[src/rtl/riscv_pkg.sv]
// Shared execute-stage types and constants for the iterative multiplier.
// Holds the RV32M multiply op encoding and the multiplier FSM state encoding.
package riscv_pkg;

    localparam int MUL_NB_BITS = 32;
    localparam int MUL_CNT_W   = $clog2(MUL_NB_BITS);

    typedef enum logic [1:0] {
        MUL    = 2'b00,
        MULH   = 2'b01,
        MULHSU = 2'b10,
        MULHU  = 2'b11
    } mul_op_t;

    typedef enum logic [1:0] {
        IDLE = 2'b00,
        BUSY = 2'b01,
        NEG  = 2'b10,
        DONE = 2'b11
    } mul_state_t;

endpackage

[src/rtl/adder_n_bits.sv]
// Purpose: nb_bits-wide ripple-style adder with carry in and carry out.
// Latency: combinational, zero cycles.
// Backpressure: none; pure function of its inputs.
module adder_n_bits #(
    parameter int nb_bits = 32
) (
    input  logic [nb_bits-1:0] a_i,
    input  logic [nb_bits-1:0] b_i,
    input  logic               cin_i,
    output logic [nb_bits-1:0] sum_o,
    output logic               cout_o
);

    assign {cout_o, sum_o} = {1'b0, a_i} + {1'b0, b_i} + {{nb_bits{1'b0}}, cin_i};

endmodule

[src/rtl/mul_iterative.sv]
// Purpose: radix-2 shift-add multiplier for RV32M MUL/MULH/MULHSU/MULHU.
// Latency: result valid nb_bits+1 edges after accept; one request in flight at a time.
// Backpressure: in_ready_o only in IDLE; result held in DONE until out_ready_i, abort_i cancels.
module mul_iterative
    import riscv_pkg::*;
#(
    parameter int nb_bits = MUL_NB_BITS
) (
    input  logic               clk_i,
    input  logic               resetn_i,
    input  logic               in_valid_i,
    output logic               in_ready_o,
    input  logic [1:0]         op_i,
    input  logic [nb_bits-1:0] rs1_i,
    input  logic [nb_bits-1:0] rs2_i,
    input  logic               abort_i,
    output logic               out_valid_o,
    input  logic               out_ready_i,
    output logic [nb_bits-1:0] result_o
);

    localparam int CNT_W = $clog2(nb_bits);

    mul_state_t               state_q, state_d;
    mul_op_t                  op_q, op_w;
    logic                     neg_q;
    logic [nb_bits-1:0]       mcand_q, mplier_q, acc_hi_q;
    logic [CNT_W-1:0]         cnt_q;

    logic                     accept_w;
    logic                     rs1_neg_w, rs2_neg_w;
    logic [nb_bits-1:0]       rs1_mag_w, rs2_mag_w;
    logic [nb_bits-1:0]       add_b_w, add_sum_w;
    logic                     add_cout_w;
    logic [2*nb_bits-1:0]     prod_w, prod_neg_w;

    assign op_w = mul_op_t'(op_i);

    // Only signed operands contribute a sign; the most negative value stays as its unsigned magnitude.
    assign rs1_neg_w = ((op_w == MULH) || (op_w == MULHSU)) && rs1_i[nb_bits-1];
    assign rs2_neg_w = (op_w == MULH) && rs2_i[nb_bits-1];
    assign rs1_mag_w = rs1_neg_w ? -rs1_i : rs1_i;
    assign rs2_mag_w = rs2_neg_w ? -rs2_i : rs2_i;

    assign add_b_w    = mplier_q[0] ? mcand_q : '0;
    assign prod_w     = {acc_hi_q, mplier_q};
    assign prod_neg_w = -prod_w;

    adder_n_bits #(.nb_bits(nb_bits)) u_adder (
        .a_i    (acc_hi_q),
        .b_i    (add_b_w),
        .cin_i  (1'b0),
        .sum_o  (add_sum_w),
        .cout_o (add_cout_w)
    );

    always_comb begin
        state_d     = state_q;
        accept_w    = 1'b0;
        in_ready_o  = 1'b0;
        out_valid_o = 1'b0;
        result_o    = '0;
        case (state_q)
            IDLE: begin
                in_ready_o = 1'b1;
                if (!abort_i && in_valid_i) begin
                    accept_w = 1'b1;
                    state_d  = BUSY;
                end
            end
            BUSY: begin
                if (abort_i)
                    state_d = IDLE;
                else if (cnt_q == CNT_W'(nb_bits - 1))
                    state_d = NEG;
            end
            NEG: state_d = abort_i ? IDLE : DONE;
            DONE: begin
                out_valid_o = 1'b1;
                result_o    = (op_q == MUL) ? mplier_q : acc_hi_q;
                if (abort_i || out_ready_i)
                    state_d = IDLE;
            end
            default: state_d = IDLE;
        endcase
    end

    always_ff @(posedge clk_i or negedge resetn_i) begin
        if (!resetn_i) begin
            state_q  <= IDLE;
            op_q     <= MUL;
            neg_q    <= 1'b0;
            mcand_q  <= '0;
            mplier_q <= '0;
            acc_hi_q <= '0;
            cnt_q    <= '0;
        end else begin
            state_q <= state_d;
            if (accept_w) begin
                op_q     <= op_w;
                neg_q    <= (op_w != MUL) && (rs1_neg_w ^ rs2_neg_w);
                mcand_q  <= rs1_mag_w;
                mplier_q <= rs2_mag_w;
                acc_hi_q <= '0;
                cnt_q    <= '0;
            end else if (state_q == BUSY && !abort_i) begin
                acc_hi_q <= {add_cout_w, add_sum_w[nb_bits-1:1]};
                mplier_q <= {add_sum_w[0], mplier_q[nb_bits-1:1]};
                cnt_q    <= cnt_q + CNT_W'(1);
            end else if (state_q == NEG && !abort_i && neg_q) begin
                {acc_hi_q, mplier_q} <= prod_neg_w;
            end
        end
    end

endmodule

[config.mk]
export PLATFORM = sky130hd
export DESIGN_NAME = mul_iterative
export DESIGN_NICKNAME = d
export VERILOG_FILES = /design/src/rtl/riscv_pkg.sv /design/src/rtl/adder_n_bits.sv /design/src/rtl/mul_iterative.sv
export SDC_FILE = /design/constraint.sdc
export NUM_CORES = 1
export LEC_CHECK = 0
export CAP_MARGIN = 20
export CORE_MARGIN = 10
export CORE_UTILIZATION = 50
export CTS_BUF_LIST = sky130_fd_sc_hd__clkbuf_8
export CTS_CLUSTER_SIZE = 30
export DETAILED_ROUTE_END_ITERATION = 8
export PLACE_DENSITY = 0.72
export SLEW_MARGIN = 0
export SYNTH_ARGS = -nofsm -noshare
export SYNTH_HDL_FRONTEND = slang
export SYNTH_SLANG_ARGS = --single-unit
[constraint.sdc]
create_clock -name clk_i -period 4.4 [get_ports clk_i]
set_clock_uncertainty 0.2 [all_clocks]
set_input_delay 0.66 -clock clk_i [delete_from_list [all_inputs] [get_ports clk_i]]
set_output_delay 0.66 -clock clk_i [all_outputs]
set_load 0.02 [all_outputs]
==> impl_metrics.yaml <==
yosys:
  ys_seq_area_frac: 0.280
  synth_fa_ha_area_frac: 0.0536
  syn_inst: 1270
  ys.flop_type: "dfrtp_1"
  yosys_register_bits: 106
  synthMuxAreaShare: 0.00211
  synth_top_area_frac: 0.280
  synthSimpleGateAreaFrac: 0.264
  syn_area_sq_mm: 0.00948
  syn-num-nets: 1381
  synth_top_area_cell: "dfrtp_1"
  synth_edf_count: 0
  ys_top_cells_by_area: "dfrtp_1 28%, nand2_1 7.5%, o21ai_0 7.1%"
  synth_compound_area_frac: 0.263
  synth_xor_xnor_area_share: 0.0942
  yosysWarnings: 0
  synth.distinct_cells: 72
  synth_top_family_by_area: "simple AND/OR/NAND/NOR gates"
  async_flop_share: 1.00
  syn_avg_cell_area_sq_um: 7.47
critical_path:
  critPathMaxFanout: 31
  critPathLaunch: "mplier_q[0]$_DFFE_PN0P_"
  crit_path_cell_trace: "buf_4 -> nand2_1 -> fa_1 -> nor2b_1 -> o31ai_1 -> a31oi_1 -> o21ai_0 -> o311ai_0 -> a31oi_1 -> xnor2_1 -> a221o_1"
  crit_path_frequent_cell: "a31oi_1"
  reg2reg_depth: 11
  end_kind: "flop"
  rrSetupSlack_ns: 0.70
  slowest_stage: "o311ai_0"
  critPathMaxStageDelay_ns: 0.72
  critical_path_arrival_ns: 3.79
  reg2reg_to: "acc_hi_q[29]$_DFFE_PN0P_"
  critical_path_depth: 11
  reg2reg_from: "mplier_q[0]$_DFFE_PN0P_"
  critical-path-top-delay-family: "compound AO/OA/AOI/OAI gates"
  worstSetupStartpointType: "flop"
  required_ns: 4.49
  crit_type: "reg2reg"
  worst-path-buf-inv: 1
sta:
  setup_viol: 0
  final_max_slew_viol_count: 0
  fin_tns_setup_ns: 0
  worst_pin_slew_ns: 0.758
  slew_headroom: 0.489
  max_freq_mhz: 270
  hold_violations: 0
  rsz0062_at_grt: "false"
  fin_crit_ns: 3.70
  min_period_over_period: 0.841
pwr:
  p_per_area_mw_per_mm2: 406
  p_leak_nw: 4.35
  ir_worst_vdd_uv: 273
  finalPower_mw: 4.42
global_routing:
  grt_pass1_vias: 9115
  grt_max_degree: 68
  groute.usage.overall: 0.230
  antenna_found_initial: 0
  grt_overflow: 0
  grt_pass1_wl_um: 46800
floorplan:
  fp.dieH_um: 158
  initial_core_util: 0.507
  core_region_area_sq_mm: 0.0187
  io_pins: 105
  die_w_um: 158
  dieArea_sq_mm: 0.0249
  rows: 50
clock_network:
  ctsLongestPathBuffers: 2
  cts-htree-levels: 3
  tritoncts: "yes"
  post_cts_resize_count: 0
  cts-root-buf: "clkbuf_8"
  cts.sinks: 106
  cts.reportedPaths.clkPinSlew_ns: 0.11
  cts_setup_buffers: 0
  clk_latency_ns: 0.39
  hold_buffers: 0
  cts_buffers: 9
layout:
  final_cells: 1567
  final_nets: 1439
  drive_above_1_share: 0.0525
  final_common_cell: "nand2_1"
  fillerInstances: 1746
  area_growth_pct: 15.0
  post-route-util: 0.583
  design_area_sq_mm: 0.0109
  n_antenna_cell: 0
  final_cell_mix: "190 x nand2_1, 135 x o21ai_0, 106 x dfrtp_1"
drt:
  drtAntennaViolNets: 0
  drt_iter0_markers: 720
  drt_first_pass_iters: 5
  viasPerCell: 6.17
  remaining_drc_errors: 0
  vias: 9670
  wire_per_inst_um: 18.6
  wl_um: 29100
placement:
  portBuffers: 104
  dp_hpwl_um: 22000
  dpl_cell_area_sq_mm: 0.0107
  dp_cells: 1551
  place_congestion: 0.910
worst_hold_path:
  worstHoldPathType: "in2async"
run:
  cap_violations: 0
run_status:
  outcome: "complete, no violations"
state kept, by name, summed over array words and instances (netlist names):
| register | flops |
|---|---|
| acc_hi_q | 32 |
| cnt_q | 5 |
| mcand_q | 32 |
| mplier_q | 32 |
| neg_q | 1 |
| op_q | 2 |
| state_q | 2 |
cell type report:
cell class | instances | area, sq um | share of cell area
clock buffer | 9 | 124 | 0.0114
clock inverter | 7 | 58.8 | 0.00539
inverter | 25 | 93.8 | 0.00861
multi-input combinational | 1056 | 6430 | 0.590
sequential | 106 | 2650 | 0.243
tap | 234 | 293 | 0.0269
timing repair buffer | 130 | 1250 | 0.114
worst max path at each step:
stage,slack (ns),to
global placement,0.57,mcand_q[29]$_DFFE_PN0P_
CTS,0.73,acc_hi_q[29]$_DFFE_PN0P_
detailed placement,0.53,mcand_q[29]$_DFFE_PN0P_
finish,0.70,acc_hi_q[29]$_DFFE_PN0P_
floorplan,0.75,acc_hi_q[29]$_DFFE_PN0P_
global route,0.49,acc_hi_q[29]$_DFFE_PN0P_
logic make-up after synthesis:
| logic type | Yosys count |
|---|---|
| adder cells (fa/ha/maj) | 40 |
| AND/OR/NAND/NOR | 504 |
| XOR/XNOR | 102 |
| multiplexers | 2 |
| buffers and inverters | 108 |
| flip-flops | 106 |
| AO/OA/AOI/OAI | 408 |
power by group:
part	total, mW	internal [mW]	switching [mW]
logic	2.10	0.900	1.20
clock network	0.601	0.215	0.386
registers	1.72	1.24	0.476
total	4.42	2.36	2.07
per-layer routing:
| metal | global-route usage | up-vias | share of wire |
|---|---|---|---|
| li1 | - | 4733 | - |
| met4 | 0.0592 | 0 | 0.017 |
| met1 | 0.315 | 4567 | 0.45 |
| met5 | 0 | - | 0 |
| met3 | 0.0320 | 39 | 0.066 |
| met2 | 0.372 | 331 | 0.46 |
synth_stat cells, drive strengths merged (3+ instances only):
library cell	count
inv	25
o21a	7
o22ai	7
nand4	7
o221ai	7
nor3	53
a222oi	4
xnor2	51
nor3b	5
ha	39
or3	25
a21o	18
a221o	3
nand3b	3
and2	35
nor2b	7
nand2	191
o21ai	146
or2	7
nand3	19
o41ai	6
a22oi	12
a31oi	19
a21oi	105
xor2	51
a211oi	8
buf	6
nor4	24
or4	15
o211ai	13
a221oi	11
nor2	89
o311ai	4
o31ai	19
clkbuf	77
and3	9
dfrtp	106
nand2b	7
through the flow:
stage	hold WS (ns)	worst slack (ns)
finish	0.0719	0.699
global route	0.108	0.490
CTS	0.0966	0.732
detailed placement	0.266	0.529
global placement	0.253	0.568
floorplan	0.164	0.750
(Power assumes the default switching activity.)
